===== src/rtl/adau_audio_tx_pkg.sv =====
// Shared stereo audio constants and slot decoding used by the ADAU I2S transmitter
// and by the CPU-side producer that packs the 48-bit sample word.
package adau_audio_tx_pkg;

    localparam int AUDIO_SAMPLE_W   = 24;
    localparam int AUDIO_SLOT_W     = 32;
    localparam int AUDIO_FRAME_BITS = 64;
    localparam int AUDIO_WORD_W     = 2 * AUDIO_SAMPLE_W;
    localparam int AUDIO_LEFT_LSB   = 24;
    localparam int AUDIO_RIGHT_LSB  = 0;

    typedef logic [AUDIO_SAMPLE_W-1:0] sample_t;

    typedef enum logic [1:0] {
        SLOT_PAD   = 2'd0,
        SLOT_LEFT  = 2'd1,
        SLOT_RIGHT = 2'd2
    } slot_kind_e;

    // I2S carries each channel one bclk after the lrclk edge, MSB first.
    function automatic slot_kind_e slot_kind(input logic [5:0] slot);
        slot_kind_e kind;
        if ((slot >= 6'd1) && (slot <= 6'(AUDIO_SAMPLE_W))) begin
            kind = SLOT_LEFT;
        end else if ((slot >= 6'(AUDIO_SLOT_W + 1)) &&
                     (slot <= 6'(AUDIO_SLOT_W + AUDIO_SAMPLE_W))) begin
            kind = SLOT_RIGHT;
        end else begin
            kind = SLOT_PAD;
        end
        return kind;
    endfunction

endpackage


===== src/rtl/adau_audio_tx_fifo.sv =====
// Single-clock first-word-fall-through FIFO; full/empty are registered decodes
// of the occupancy count, so they change the cycle after a push or pop.
module audio_fifo #(
    parameter int WIDTH = 48,
    parameter int DEPTH = 16
) (
    input  logic                     clk,
    input  logic                     reset,
    input  logic                     push,
    input  logic                     pop,
    input  logic [WIDTH-1:0]         din,
    output logic [WIDTH-1:0]         dout,
    output logic                     full,
    output logic                     empty,
    output logic [$clog2(DEPTH):0]   count
);
    localparam int PTR_W = $clog2(DEPTH);
    localparam logic [PTR_W:0] DEPTH_L = (PTR_W + 1)'(DEPTH);

    logic [WIDTH-1:0] mem_r [DEPTH];
    logic [PTR_W-1:0] wr_ptr_r;
    logic [PTR_W-1:0] rd_ptr_r;
    logic [PTR_W:0]   count_r;
    logic [PTR_W:0]   count_next_s;
    logic             full_r;
    logic             empty_r;
    logic             do_push_s;
    logic             do_pop_s;

    // Qualify requests against the registered flags and compute the next occupancy.
    always_comb begin
        do_push_s = push && !full_r;
        do_pop_s  = pop && !empty_r;
        case ({do_push_s, do_pop_s})
            2'b10:   count_next_s = count_r + (PTR_W + 1)'(1);
            2'b01:   count_next_s = count_r - (PTR_W + 1)'(1);
            default: count_next_s = count_r;
        endcase
    end

    // Pointer, count and flag registers; pointers wrap naturally since DEPTH is a power of two.
    always_ff @(posedge clk) begin
        if (reset) begin
            wr_ptr_r <= '0;
            rd_ptr_r <= '0;
            count_r  <= '0;
            full_r   <= 1'b0;
            empty_r  <= 1'b1;
        end else begin
            if (do_push_s) begin
                wr_ptr_r <= wr_ptr_r + PTR_W'(1);
            end
            if (do_pop_s) begin
                rd_ptr_r <= rd_ptr_r + PTR_W'(1);
            end
            count_r <= count_next_s;
            full_r  <= (count_next_s == DEPTH_L);
            empty_r <= (count_next_s == '0);
        end
    end

    // Storage array, written only on accepted pushes.
    always_ff @(posedge clk) begin
        if (do_push_s) begin
            mem_r[wr_ptr_r] <= din;
        end
    end

    assign dout  = mem_r[rd_ptr_r];
    assign full  = full_r;
    assign empty = empty_r;
    assign count = count_r;

endmodule


===== src/rtl/adau_audio_tx.sv =====
// Buffers 48-bit stereo samples and drains one per 64-bit frame as an I2S stream
// (bclk/lrclk/sdata) once the codec reports its configuration is complete.
module adau_audio_tx
    import adau_audio_tx_pkg::*;
#(
    parameter int DEPTH    = 16,
    parameter int BCLK_DIV = 8
) (
    input  logic                    clk,
    input  logic                    reset,
    input  logic [AUDIO_WORD_W-1:0] adau_audio,
    input  logic                    adau_audio_valid,
    output logic                    adau_audio_full,
    input  logic                    adau_init_done,
    output logic                    bclk,
    output logic                    lrclk,
    output logic                    sdata,
    output logic                    overflow,
    output logic                    underrun
);
    localparam int DIV_W = (BCLK_DIV > 1) ? $clog2(BCLK_DIV) : 1;
    localparam logic [DIV_W-1:0] DIV_LAST = DIV_W'(BCLK_DIV - 1);

    logic [DIV_W-1:0]        div_cnt_r;
    logic [5:0]              bit_cnt_r;
    logic                    bclk_r;
    logic                    lrclk_r;
    logic                    sdata_r;
    logic                    started_r;
    logic                    overflow_r;
    logic                    underrun_r;
    sample_t                 left_sr_r;
    sample_t                 right_sr_r;

    logic                    div_wrap_s;
    logic                    fall_s;
    logic                    frame_start_s;
    logic                    push_s;
    logic                    pop_s;
    logic [5:0]              bit_next_s;
    logic                    fifo_full_s;
    logic                    fifo_empty_s;
    logic [AUDIO_WORD_W-1:0] fifo_dout_s;
    logic [$clog2(DEPTH):0]  fifo_count_s;
    logic                    count_unused_s;

    audio_fifo #(
        .WIDTH (AUDIO_WORD_W),
        .DEPTH (DEPTH)
    ) u_fifo (
        .clk   (clk),
        .reset (reset),
        .push  (push_s),
        .pop   (pop_s),
        .din   (adau_audio),
        .dout  (fifo_dout_s),
        .full  (fifo_full_s),
        .empty (fifo_empty_s),
        .count (fifo_count_s)
    );

    assign count_unused_s = ^fifo_count_s;

    // Edge detection; the first falling edge after enable opens a frame without advancing bit_cnt.
    always_comb begin
        div_wrap_s = adau_init_done && (div_cnt_r == DIV_LAST);
        fall_s     = div_wrap_s && bclk_r;
        if (started_r) begin
            bit_next_s = bit_cnt_r + 6'd1;
        end else begin
            bit_next_s = 6'd0;
        end
        frame_start_s = fall_s && (bit_next_s == 6'd0);
        pop_s         = frame_start_s && !fifo_empty_s;
        push_s        = adau_audio_valid && !fifo_full_s;
    end

    // Bit-clock divider and serializer; all state collapses to zero while the codec is not ready.
    always_ff @(posedge clk) begin
        if (reset || !adau_init_done) begin
            div_cnt_r  <= '0;
            bit_cnt_r  <= 6'd0;
            bclk_r     <= 1'b0;
            lrclk_r    <= 1'b0;
            sdata_r    <= 1'b0;
            started_r  <= 1'b0;
            left_sr_r  <= '0;
            right_sr_r <= '0;
        end else begin
            div_cnt_r <= div_wrap_s ? '0 : div_cnt_r + DIV_W'(1);
            if (div_wrap_s) begin
                bclk_r <= ~bclk_r;
            end
            if (fall_s) begin
                bit_cnt_r <= bit_next_s;
                lrclk_r   <= bit_next_s[5];
                started_r <= 1'b1;
                if (frame_start_s) begin
                    sdata_r <= 1'b0;
                    if (!fifo_empty_s) begin
                        left_sr_r  <= fifo_dout_s[AUDIO_LEFT_LSB +: AUDIO_SAMPLE_W];
                        right_sr_r <= fifo_dout_s[AUDIO_RIGHT_LSB +: AUDIO_SAMPLE_W];
                    end else begin
                        left_sr_r  <= '0;
                        right_sr_r <= '0;
                    end
                end else begin
                    case (slot_kind(bit_next_s))
                        SLOT_LEFT: begin
                            sdata_r   <= left_sr_r[AUDIO_SAMPLE_W-1];
                            left_sr_r <= {left_sr_r[AUDIO_SAMPLE_W-2:0], 1'b0};
                        end
                        SLOT_RIGHT: begin
                            sdata_r    <= right_sr_r[AUDIO_SAMPLE_W-1];
                            right_sr_r <= {right_sr_r[AUDIO_SAMPLE_W-2:0], 1'b0};
                        end
                        default: begin
                            sdata_r <= 1'b0;
                        end
                    endcase
                end
            end
        end
    end

    // Sticky error flags, cleared only by reset.
    always_ff @(posedge clk) begin
        if (reset) begin
            overflow_r <= 1'b0;
            underrun_r <= 1'b0;
        end else begin
            if (adau_audio_valid && fifo_full_s) begin
                overflow_r <= 1'b1;
            end
            if (frame_start_s && fifo_empty_s) begin
                underrun_r <= 1'b1;
            end
        end
    end

    assign adau_audio_full = fifo_full_s;
    assign bclk            = bclk_r;
    assign lrclk           = lrclk_r;
    assign sdata           = sdata_r;
    assign overflow        = overflow_r;
    assign underrun        = underrun_r;

endmodule


===== config.mk =====
export PLATFORM = sky130hd
export DESIGN_NAME = adau_audio_tx
export DESIGN_NICKNAME = d
export VERILOG_FILES = /design/src/rtl/adau_audio_tx_pkg.sv /design/src/rtl/adau_audio_tx_fifo.sv /design/src/rtl/adau_audio_tx.sv
export SDC_FILE = /design/constraint.sdc
export NUM_CORES = 1
export LEC_CHECK = 0
export CORE_MARGIN = 1
export CORE_UTILIZATION = 60
export CTS_BUF_LIST = sky130_fd_sc_hd__clkbuf_16
export CTS_CLUSTER_DIAMETER = 50
export DETAILED_ROUTE_END_ITERATION = 16
export PLACE_DENSITY_LB_ADDON = 0.1
export SETUP_SLACK_MARGIN = 0.2
export SLEW_MARGIN = 5
export SYNTH_ARGS = -nofsm -noshare
export SYNTH_HDL_FRONTEND = slang
export SYNTH_HIERARCHICAL = 1
export SYNTH_SLANG_ARGS = --single-unit

===== constraint.sdc =====
create_clock -name clk -period 13.9 [get_ports clk]
set_input_delay 3.475 -clock clk [delete_from_list [all_inputs] [get_ports clk]]
set_output_delay 3.475 -clock clk [all_outputs]
set_load 0.01 [all_outputs]

# Yosys cells after proc, flatten, opt, wreduce, memory -nomap -nowiden
# Memories as Yosys holds them, arrays and structs flattened. A register that Yosys moved wholly into a read port is not among the register bits.
# Index checks and enable logic that the tools add are counted.
# op_classes
addsub	6
magnitude_cmp	4
n_eq_ne	6
n_mux	19
n_bitwise	1
n_reduce_logical	22
# ops
cell	count
2-to-1 mux 24 bit	6
logical AND 1 bit	11
2-to-1 mux 2 bit	5
case mux 5 bit (2 select lines)	1
adder 4 x 1 -> 4 bit (second input constant)	2
2-to-1 mux 4 bit	2
adder 6 x 1 -> 6 bit (second input constant)	1
greater-or-equal comparator 6 x 1 -> 1 bit (second input constant)	1
greater-or-equal comparator 6 bit (second input constant)	1
less-or-equal comparator 6 x 5 -> 1 bit (second input constant)	1
less-or-equal comparator 6 bit (second input constant)	1
zero test 6 bit	1
2-to-1 mux 6 bit	1
adder 5 x 1 -> 5 bit (second input constant)	1
equality test 5 bit (second input constant)	1
zero test 5 bit	1
subtractor 5 x 1 -> 5 bit (second input constant)	1
equality test 2 x 1 -> 1 bit (second input constant)	2
equality test 2 bit (second input constant)	2
AND reduction 2 bit	2
nonzero test 2 bit	2
adder 3 x 1 -> 3 bit (second input constant)	1
equality test 3 bit (second input constant)	1
zero test 1 bit	3
other kinds (5)	7
# totals
regBits	78
mem_bits_rw	768
input_bits	52
out_inout_bits	6
word_cells	74
memories	1
# memory_table
memory	depth	word_bits	read_ports	rd_ports_with_merged_regs	write_ports	line	rtl
u_fifo.mem_r	16	48	1	1	1	adau_audio_tx_fifo.sv:20	logic [WIDTH-1:0] mem_r [DEPTH];

# Longest topological paths before layout
# depth
word_depth	12
ltp_mapped	17
mapped_depth_nobuf	15

# Cells and area by module
# Netlist, hierarchy kept.
# by_module_without_submodules
mod	instances	cells_each	area_per_inst_um2	seq_area_each_um2
audio_fifo	1	1187	29938.7	23442.5
adau_audio_tx	1	325	3015.4	1241.2

# Least setup slack after synthesis
# Ideal clock, no wire load.
# synth_timing
kind	input port to flip-flop
start	input port adau_audio_valid
end	memory u_fifo.mem_r[3][0] (enable)
setup_ns	0.513
t_arrival_ns	7.270
required_time_ns	13.387
path_slack_ns	6.118
cell_stages	5
n_path_buf	1
path_cell_list	nor2b_1 -> nor2b_1 -> buf_6 -> nand2_1 -> nor3_1
# synth_via
elab_chain_len	4
# synth_rtl
item	line	rtl
start, declared	adau_audio_tx.sv:12	input logic adau_audio_valid,
logical AND 1 bit	adau_audio_tx.sv:75	push_s = adau_audio_valid && !fifo_full_s;
logical AND 1 bit	adau_audio_tx_fifo.sv:32	do_push_s = push && !full_r;
2-to-1 mux 1 bit	adau_audio_tx_fifo.sv:64	if (do_push_s) begin
2-to-1 mux 1 bit (implied by the code)	adau_audio_tx_fifo.sv:65	mem_r[wr_ptr_r] <= din;
end, declared	adau_audio_tx_fifo.sv:20	
# No other way between the ends.

# Worst setup path after layout
# layout_timing
start	input port adau_init_done
end	register u_fifo.full_r (netlist: u_fifo/full)
# layout_via
elab_chain_len	8
elab_cells_between_ends	9
cone_classes	eq/ne: 3; mux: 1; reduce/logical: 5
# layout_rtl
item	line	rtl
start, declared	adau_audio_tx.sv:14	input logic adau_init_done,
logical AND 1 bit (*)	adau_audio_tx.sv:66	div_wrap_s = adau_init_done && (div_cnt_r == DIV_LAST);
logical AND 1 bit (*)	adau_audio_tx.sv:67	fall_s = div_wrap_s && bclk_r;
logical AND 1 bit (*)	adau_audio_tx.sv:73	frame_start_s = fall_s && (bit_next_s == 6'd0);
logical AND 1 bit (*)	adau_audio_tx.sv:74	pop_s = frame_start_s && !fifo_empty_s;
logical AND 1 bit (*)	adau_audio_tx_fifo.sv:33	do_pop_s = pop && !empty_r;
equality test 2 x 1 -> 1 bit / equality test 2 bit (equally long branches)	adau_audio_tx_fifo.sv:34	case ({do_push_s, do_pop_s})
case mux 5 bit (2 select lines) (*)	adau_audio_tx_fifo.sv:34	
equality test 5 bit (*)	adau_audio_tx_fifo.sv:57	full_r <= (count_next_s == DEPTH_L);
end signal, assigned	adau_audio_tx_fifo.sv:57	
end, declared	adau_audio_tx_fifo.sv:25	logic full_r;
# Every way passes the cells marked *; elsewhere a longest branch is shown, timed or not.
# A chain may end at the register's enable or synchronous reset.

==> impl_metrics.env <==
export IMPL_fin_worst_skew_ps=23.4
export IMPL_clock_root_buffer="clkbuf_16"
export IMPL_ir_worst_vdd_mv=0.130
export IMPL_worst_pin_slew_ps=1250
export IMPL_htree_num_levels=3
export IMPL_floorplan_core_area_um2=54000
export IMPL_crit_path_end_kind="flip-flop"
export IMPL_track_usage_pct=25.2
export IMPL_number_of_violations_reported_at_the_end_of_detailed_routing_iteration_0=1339
export IMPL_synth_top_area_share_pct=70.0
export IMPL_timing_final_crit_share_pct=53.2
export IMPL_yosys_cell_count_top_type="edfxtp_1"
export IMPL_type_of_origin_of_the_critical_path="primary input"
export IMPL_finalNonFillerCells=2361
export IMPL_antenna_violations_before_repair=1
export IMPL_n_antenna_cell=0
export IMPL_placementRows=85
export IMPL_cell_taking_the_most_area_after_synthesis="edfxtp_1"
export IMPL_rsz0062_at_grt="false"
export IMPL_hold_path_class="reg -> reg"
export IMPL_die_area_um2=55900
export IMPL_postCtsSetupBuffers=0
export IMPL_synth_async_sr_flop_share_pct=0
export IMPL_setup_crit_path_kind="in -> reg"
export IMPL_tritoncts="yes"
export IMPL_share_of_post_route_cells_with_drive_strength_above_1_pct=24.7
export IMPL_worst_slew_margin_rel_pct=16.7
export IMPL_timing_setup_tns_ps=0
export IMPL_synth_cell_types=53
export IMPL_cts_repair_resized=0
export IMPL_grt_overflow_total=0
export IMPL_setup_violations=0
export IMPL_antenna_violating_nets_post_route=0
export IMPL_area_delta_synth_final_pct=12.4
export IMPL_number_of_global_route_vias_before_repair=15661
export IMPL_port_buffers=57
export IMPL_cts_hold_fix_buffers=0
export IMPL_clock_latency_ps=620
export IMPL_run_status="complete, no violations"
export IMPL_sum_of_routed_wire_length_over_all_layers_um=67400
export IMPL_cp_required_ps=14450
export IMPL_cts_max_path_buffers=3
export IMPL_grt_start_max_net_pins=110
export IMPL_finalNetCount=1655
export IMPL_die_height_um=236
export IMPL_io_pin_count=58
export IMPL_synthesis_area_um2=33000
export IMPL_cell_types_with_the_highest_counts_after_synthesis="768 x edfxtp_1, 211 x mux4_2, 81 x dfxtp_1"
export IMPL_number_of_enable_type_register_cells_in_the_synthesized_netlist=768
export IMPL_cts_num_sinks=849
export IMPL_report_final_hold_viol_count=0
export IMPL_drc_violations=0
export IMPL_synthFlopType="edfxtp_1"
export IMPL_detailroute_via_count=15440
export IMPL_ys_warnings_count=6
export IMPL_worst_path_max_fanout=26
export IMPL_critical_path_arrival_ps=7940
export IMPL_fin_util_pct=68.6
export IMPL_netlist_instances=1512
export IMPL_post_route_min_period_ps=7390
export IMPL_synth_yosys_seq_area_share_pct=74.9
export IMPL_grt_first_pass_wirelength_um=102000
export IMPL_critical_path_slowest_cell="nor3b_4"
export IMPL_maxCapViolCount=0
export IMPL_routedWlPerCell_um=28.6
export IMPL_hpwlAfterDp_um=33600
export IMPL_timing_critical_path_cells="clkdlybuf4s50_1 -> nand3_1 -> nor3b_4 -> nand2b_1 -> clkinv_1 -> nand2_1 -> xnor2_1 -> ha_1 -> nor3b_1 -> or3b_2 -> a22oi_1 -> and4bb_1"
export IMPL_syn_area_per_cell_um2=21.8
export IMPL_slew_limit_fails=0
export IMPL_max_clock_freq_ghz=0.135
export IMPL_globalplace_congestion=0.794
export IMPL_floorplan_initialDensity_pct=61.0
export IMPL_syn_nets=1574
export IMPL_power_static_leakage_nw=11.6
export IMPL_crit_path_max_incr_delay_ps=1120
export IMPL_postSynthRegisterBits=849
export IMPL_dieWidth_um=236
export IMPL_vias_per_cell=6.54
export IMPL_synth_top_cells_by_area="edfxtp_1 70%, mux4_2 14%, dfxtp_1 4.9%, mux4_1 2.3%, mux2i_1 0.76%"
export IMPL_firstDrtPassIters=5
export IMPL_post_place_cells=2200
export IMPL_clk_pin_slew_worst_paths_ps=60
export IMPL_cts_inserted_buffers=87
export IMPL_power_density_nw_per_um2=141
==> per-stage QoR <==
step	hold slack (ps)	power, mW	setup slack [ps]	cell area, um^2
floorplan	408	2.93	6120	33000
global placement	417	2.99	6090	34200
detailed placement	427	3.00	5920	34200
CTS	435	5.28	6560	37100
global route	466	5.39	6130	37100
finish	430	5.24	6510	37100
==> final timing paths <==
| kind | cells after the start | from | slack, ps | end |
|---|---|---|---|---|
| worst max register to register | 14 | bit_cnt_r[0] | 8860 | u_fifo/full |
| worst max-delay path | 12 | adau_init_done | 6510 | u_fifo/full |
| worst min-delay path | 1 | div_cnt_r[0] | 430 | div_cnt_r[0] |
| worst min register to register | 1 | div_cnt_r[0] | 430 | div_cnt_r[0] |
==> per-layer routing <==
layer / routed length, um / track usage, %
met3: 4110 / 4.87
met4: 1240 / 5.96
met2: 33400 / 40.3
met1: 28700 / 36.5
met5: 7 / 0
==> registers in the layout, indices dropped and copies added, names as in the netlist, named ones only <==
name,cells
started_r,1
right_sr_r,24
u_fifo/rd_ptr_r,4
u_fifo/empty,1
bclk,1
underrun,1
u_fifo/count,5
overflow,1
bit_cnt_r,6
u_fifo/full,1
div_cnt_r,3
u_fifo/mem_r,768
left_sr_r,24
u_fifo/wr_ptr_r,4
sdata,1
==> worst max-delay path, delay by kind of cell <==
family / cells / cell delay, ps
adder cells (fa/ha/maj): 1 / 300
buffers and inverters: 2 / 890
AO/OA/AOI/OAI: 1 / 230
AND/OR/NAND/NOR: 7 / 2900
XOR/XNOR: 1 / 150
==> placed cells by master (no fill, tap or decap), types with 15 or more instances in the layout <==
cell type / n
o21ai_0: 27
clkinv_1: 19
edfxtp_1: 768
mux4_2: 211
mux2i_1: 25
nand2_1: 15
clkinv_2: 16
nor2b_1: 25
a221oi_1: 22
buf_4: 25
nand3_1: 15
dfxtp_1: 77
a211oi_2: 19
a21oi_1: 35
mux4_1: 29
inv_1: 23
nor2_1: 45
clkbuf_16: 91
clkdlybuf4s50_1: 57
==> logic make-up (layout without fill, tap and decap cells) <==
logic type,Yosys count,count (layout),synth area share (%)
adder cells (fa/ha/maj),10,10,0.380
multiplexers,266,266,17.5
flip-flops,849,849,74.9
AND/OR/NAND/NOR,149,149,2.34
buffers and inverters,97,250,1.69
AO/OA/AOI/OAI,126,126,2.75
XOR/XNOR,15,15,0.399
==> final cells by class <==
| type | instances | area, um^2 |
|---|---|---|
| Timing Repair Buffer | 83 | 778 |
| Sequential cell | 849 | 24700 |
| Clock inverter | 70 | 578 |
| Tap cell | 696 | 871 |
| Fill cell | 3328 | 17000 |
| Multi-Input combinational cell | 566 | 7830 |
| Inverter | 6 | 22.5 |
| Clock buffer | 91 | 2280 |
==> report_power, final <==
group	internal (mW)	switching, mW	leakage [nW]
Sequential	2.81	0.00785	7.59
Clock	1.35	0.940	1.47
Combinational	0.0443	0.0786	2.51
Total	4.21	1.03	11.6
Power figures use the tool's default switching activity.
==> variant 1, RTL diff (same flow settings) <==
The parameter `BCLK_DIV` goes from 8 to 16.
--- a/src/rtl/adau_audio_tx.sv
+++ b/src/rtl/adau_audio_tx.sv
@@ -4,7 +4,7 @@
     import adau_audio_tx_pkg::*;
 #(
     parameter int DEPTH    = 16,
-    parameter int BCLK_DIV = 8
+    parameter int BCLK_DIV = 16
 ) (
     input  logic                    clk,
     input  logic                    reset,
Check against the original RTL: not equivalent (a bounded check fails within 10 cycles, from zero or initial values and one cycle with reset high).
==> variant 1 against the original RTL <==
  * Worst setup slack improved by 0.97 ns
  * Highest routed layer unchanged
  * Critical path type unchanged
  * Routed wire length fell by 0.17%
  * Total power is 2.0% lower
  * Register-to-register slack gained 0.67 ns
  * Sequential cell count grew 1
  * Clock power is 4% lower
  * Combinational power down 5%
  * Hold slack better by 0.039 ns
  * Synthesized area is 0.54% higher
  * Cell area rose by 0.11%
==> variant 1: results (changes against the original RTL) <==
status: complete, no violations
HPWL Detailed: 33.5 mm (-0.45%)
vias in the first global route: 15800 (+0.87%)
CTS Buf Count: 86 (-1.1%)
GPL Wtd Cong: 0.800 (+0.78%)
register area share after synthesis: 0.746 (-0.00338)
fraction of layout cells with a size suffix above 1: 0.253 (+0.00582)
Post-synth ARST share: 0 (unchanged)
Clock Skews: 0.0118 ns (-0.0115 ns)
GRT Total Usage: 0.249 (-0.00267)
Via Count: 15600 (+0.74%)
Fill cells: 3422 (+2.8%)
Worst-Skew Late Latency: 0.63 ns
post-synth cell types: 57 (+7.5%)
Least-Margin Pin Slew: 1.11 ns (-0.141 ns)
Avg WL per Cell: 28.2 um (-1.1%)
EDFF count, synth: 768 (unchanged)
starting DRC count in detailed routing: 1505 (+12%)
VDD IR max: 0.000110 V (-15%)
Crit path arrival time: 6.67 ns (-1.27 ns)
final net count: 1674 (+1.1%)
syn nets: 1598 (+1.5%)
Detailed Routing Iterations Pass 1: 7 (+2)
pre-CTS setup slack: 6.88 ns (+0.960 ns)
largest net degree at the start of global routing: 156 (+42%)
dpl cell area: 34400 um^2 (+0.57%)
slowest stage delay, CP: 0.85 ns (-0.27 ns)
Post-synth top cells: 768 x edfxtp_1, 211 x mux4_2, 82 x dfxtp_1, 59 x clkbuf_1, 36 x nor2_1
CP max-delay cell: nor2_4
first-pass GRT wire length: 101 mm (-0.22%)
synth top area cells: edfxtp_1 70%, mux4_2 14%, dfxtp_1 5.0%
leading register cell type out of synthesis: edfxtp_1
Power Density: 138 nW/um^2 (-2.2%)
Lkg Pwr: 11.4 nW (-1.8%)
initial antenna violation count: 5 (+4)
[variant 1: tightest hold or removal path, delay by kind of cell (launching register included)]
kind            cells  cell delay [ns]
compound gates      1             0.04
flops               1             0.33
simple gates        1             0.07
[variant 1: worst paths after layout]
| kind | start | endpoint | slack [ns] | cells after the start |
|---|---|---|---|---|
| setup / recovery | adau_audio_valid | u_fifo/mem_r[4][28] | 7.49 | 6 |
| hold / removal | overflow | overflow | 0.47 | 2 |
| setup reg to reg | bit_cnt_r[0] | u_fifo/full | 9.53 | 16 |
| hold reg to reg | overflow | overflow | 0.47 | 2 |
[variant 1: area by class of cell]
class / count / area share
well taps: 696 / 0.0235
clock inverters: 71 / 0.0120
inverters: 8 / 0.000809
flip-flops and latches: 850 / 0.666
repair buffers: 89 / 0.0222
multi-input cells: 578 / 0.214
clock buffers: 90 / 0.0607
diodes: 2 / 0.000135
[variant 1: cell families after synthesis]
family / share of synthesized area
fa+ha+maj: 0.00340
buf+inv: 0.0185
flops: 0.746
compound gates: 0.0391
xor+xnor: 0.00397
mux: 0.168
simple gates: 0.0216
[variant 1: per-stage QoR]
| stage | hold WS (ns) | cells | total power [mW] |
|---|---|---|---|
| after global placement | 0.457 | 2221 | 2.99 |
| after floorplan | 0.445 | 1537 | 2.93 |
| after detailed placement | 0.469 | 2221 | 2.99 |
| after CTS | 0.480 | 2382 | 5.17 |
| final | 0.470 | 2384 | 5.13 |
| after global routing | 0.494 | 2383 | 5.27 |
[variant 1: per-layer routing]
| layer | global-route usage | wire length [um] |
|---|---|---|
| met1 | 0.380 | 29700 |
| met2 | 0.376 | 31500 |
| met3 | 0.0438 | 4420 |
| met4 | 0.0744 | 1710 |
| met5 | 0 | 50 |
[variant 1: report_power, final]
| group | internal [mW] | switching [mW] |
|---|---|---|
| logic | 0.0406 | 0.0760 |
| registers | 2.81 | 0.00820 |
| clock network | 1.23 | 0.955 |
==> variant 2, RTL diff (same flow settings) <==
Made on the original files. Register the output `underrun` once more, cleared by the reset; this adds one clock of latency there. The other outputs are not delayed to match.
--- a/src/rtl/adau_audio_tx.sv
+++ b/src/rtl/adau_audio_tx.sv
@@ -143,7 +143,13 @@
     assign lrclk           = lrclk_r;
     assign sdata           = sdata_r;
     assign overflow        = overflow_r;
-    assign underrun        = underrun_r;
+    always_ff @(posedge clk) begin
+        if (reset) begin
+            underrun <= '0;
+        end else begin
+            underrun <= underrun_r;
+        end
+    end
 
 endmodule
 
Behaviour: same outputs for any inputs over 10 cycles, from zero or initial values and one cycle with reset high; that may be too few to reach the edited logic, so the function may still have changed.
==> variant 2 against the original RTL <==
  * Die area is 0.72% lower
  * Via count is 0.72% higher
  * Cell area is 0.35% lower
  * Total power is 1.2% higher
  * Routed wire length is 0.76% higher
  * Sequential share of layout area is 0.29 points higher
  * Worst setup slack better by 0.88 ns
  * Sequential cell count is 1 higher
  * Sequential power hardly changed
  * Synthesized area is 0.73% lower
  * Maximum frequency is 13% higher
  * Critical path type unchanged
  * Largest power group unchanged
==> variant 2: results (changes against the original RTL) <==
I/O Buffers: 57 (unchanged)
HPWL Detailed: 35.9 mm (+6.7%)
fraction of layout cells with a size suffix above 1: 0.241 (-0.00559)
GR Layer Usage met1: 0.386 (+0.0205)
largest registers: u_fifo/mem_r: 768 flops, left_sr_r: 24 flops, right_sr_r: 24 flops
synth top area cells: edfxtp_1 70%, mux4_2 15%, dfxtp_1 5.0%
DRC Markers: 0 (unchanged)
vias in the first global route: 15700 (+0.051%)
Placed Cells: 2191 (-0.41%)
P_sw: 1.05 mW (+2.3%)
final non-filler cell total: 2354 (-0.30%)
CTS Buf Count: 88 (+1.1%)
Max clock buf depth: 3 (unchanged)
register area share after synthesis: 0.755 (+0.00608)
met2 wire len: 32.9 mm (-1.4%)
Synth Area in XOR/XNOR: 0.00375 (-0.000239)
starting DRC count in detailed routing: 1720 (+28%)
Syn Inst Count: 1497 (-0.99%)
Post-synth ARST share: 0 (unchanged)
Lkg Pwr: 11.3 nW (-2.5%)
wl on met1: 29.5 mm (+2.7%)
Gates resized, CTS repair: 0 (unchanged)
GRT Total Usage: 0.254 (+0.00252)
first-pass GRT wire length: 103 mm (+0.95%)
pre-CTS setup slack: 6.86 ns (+0.937 ns)
worst r2r src: bit_cnt_r[1]
final WL: 68.0 mm (+0.76%)
met3 WL: 4.29 mm (+4.4%)
status: complete, no violations
post-synth cell types: 53 (unchanged)
GPL Wtd Cong: 0.824 (+3.8%)
R2R setup slack: 9.59 ns (+0.73 ns)
fraction of the mapped netlist area in adder cells: 0.00382 (+0.0000277)
VDD IR max: 0.000142 V (+8.7%)
Compound-Gate Fraction of Synth Area: 0.0335 (+0.00601)
max_slew headroom: 0.245 (+0.0777)
Clock Skews: 0.0252 ns (+0.00186 ns)
Post-synth top cells: 768 x edfxtp_1, 211 x mux4_2, 82 x dfxtp_1, 60 x a21oi_1, 49 x clkbuf_1
largest net degree at the start of global routing: 62 (-44%)
final hold slack: 0.440 ns (+0.00972 ns)
met2 usage: 0.398 (-0.00515)
Worst Path Max Fanout: 12 (-54%)
fin worst setup slack: 7.39 ns (+0.876 ns)
post-DR vias/cell: 6.61 (+1.0%)
EDFF count, synth: 768 (unchanged)
dpl cell area: 34000 um^2 (-0.60%)
M3 GR Usage: 0.0399 (-0.00881)
syn nets: 1559 (-0.95%)
Crit path arrival time: 7.07 ns (-0.87 ns)
mux share of post-synthesis cell area: 0.170 (-0.00560)
-- variant 2: power groups by stage --
stage                     combinational (mW)  clock [mW]  sequential, mW
after floorplan                       0.0456           0            2.88
after global placement                 0.114           0            2.88
after detailed placement               0.118           0            2.88
after CTS                              0.119        2.40            2.82
after global routing                   0.125        2.50            2.82
final                                  0.116        2.36            2.82
-- variant 2: worst max-delay path, cell delays in order --
cell	delay [ns]
clkdlybuf4s50_1	0.63
nand3_1	0.48
nor3_4	0.33
nand2b_1	0.16
clkinv_1	0.20
nand2_1	0.11
xnor2_1	0.15
ha_1	0.31
nor3b_1	0.26
or3b_2	0.48
a22oi_1	0.26
and4bb_1	0.22
-- variant 2: final cells by class --
class / count / area (um^2)
Clock buffer: 89 / 2230
Clock inverter: 74 / 702
Multi-Input combinational cell: 550 / 7570
Inverter: 5 / 18.8
Timing Repair Buffer: 90 / 818
Fill cell: 3340 / 16900
Tap cell: 696 / 871
Sequential cell: 850 / 24700
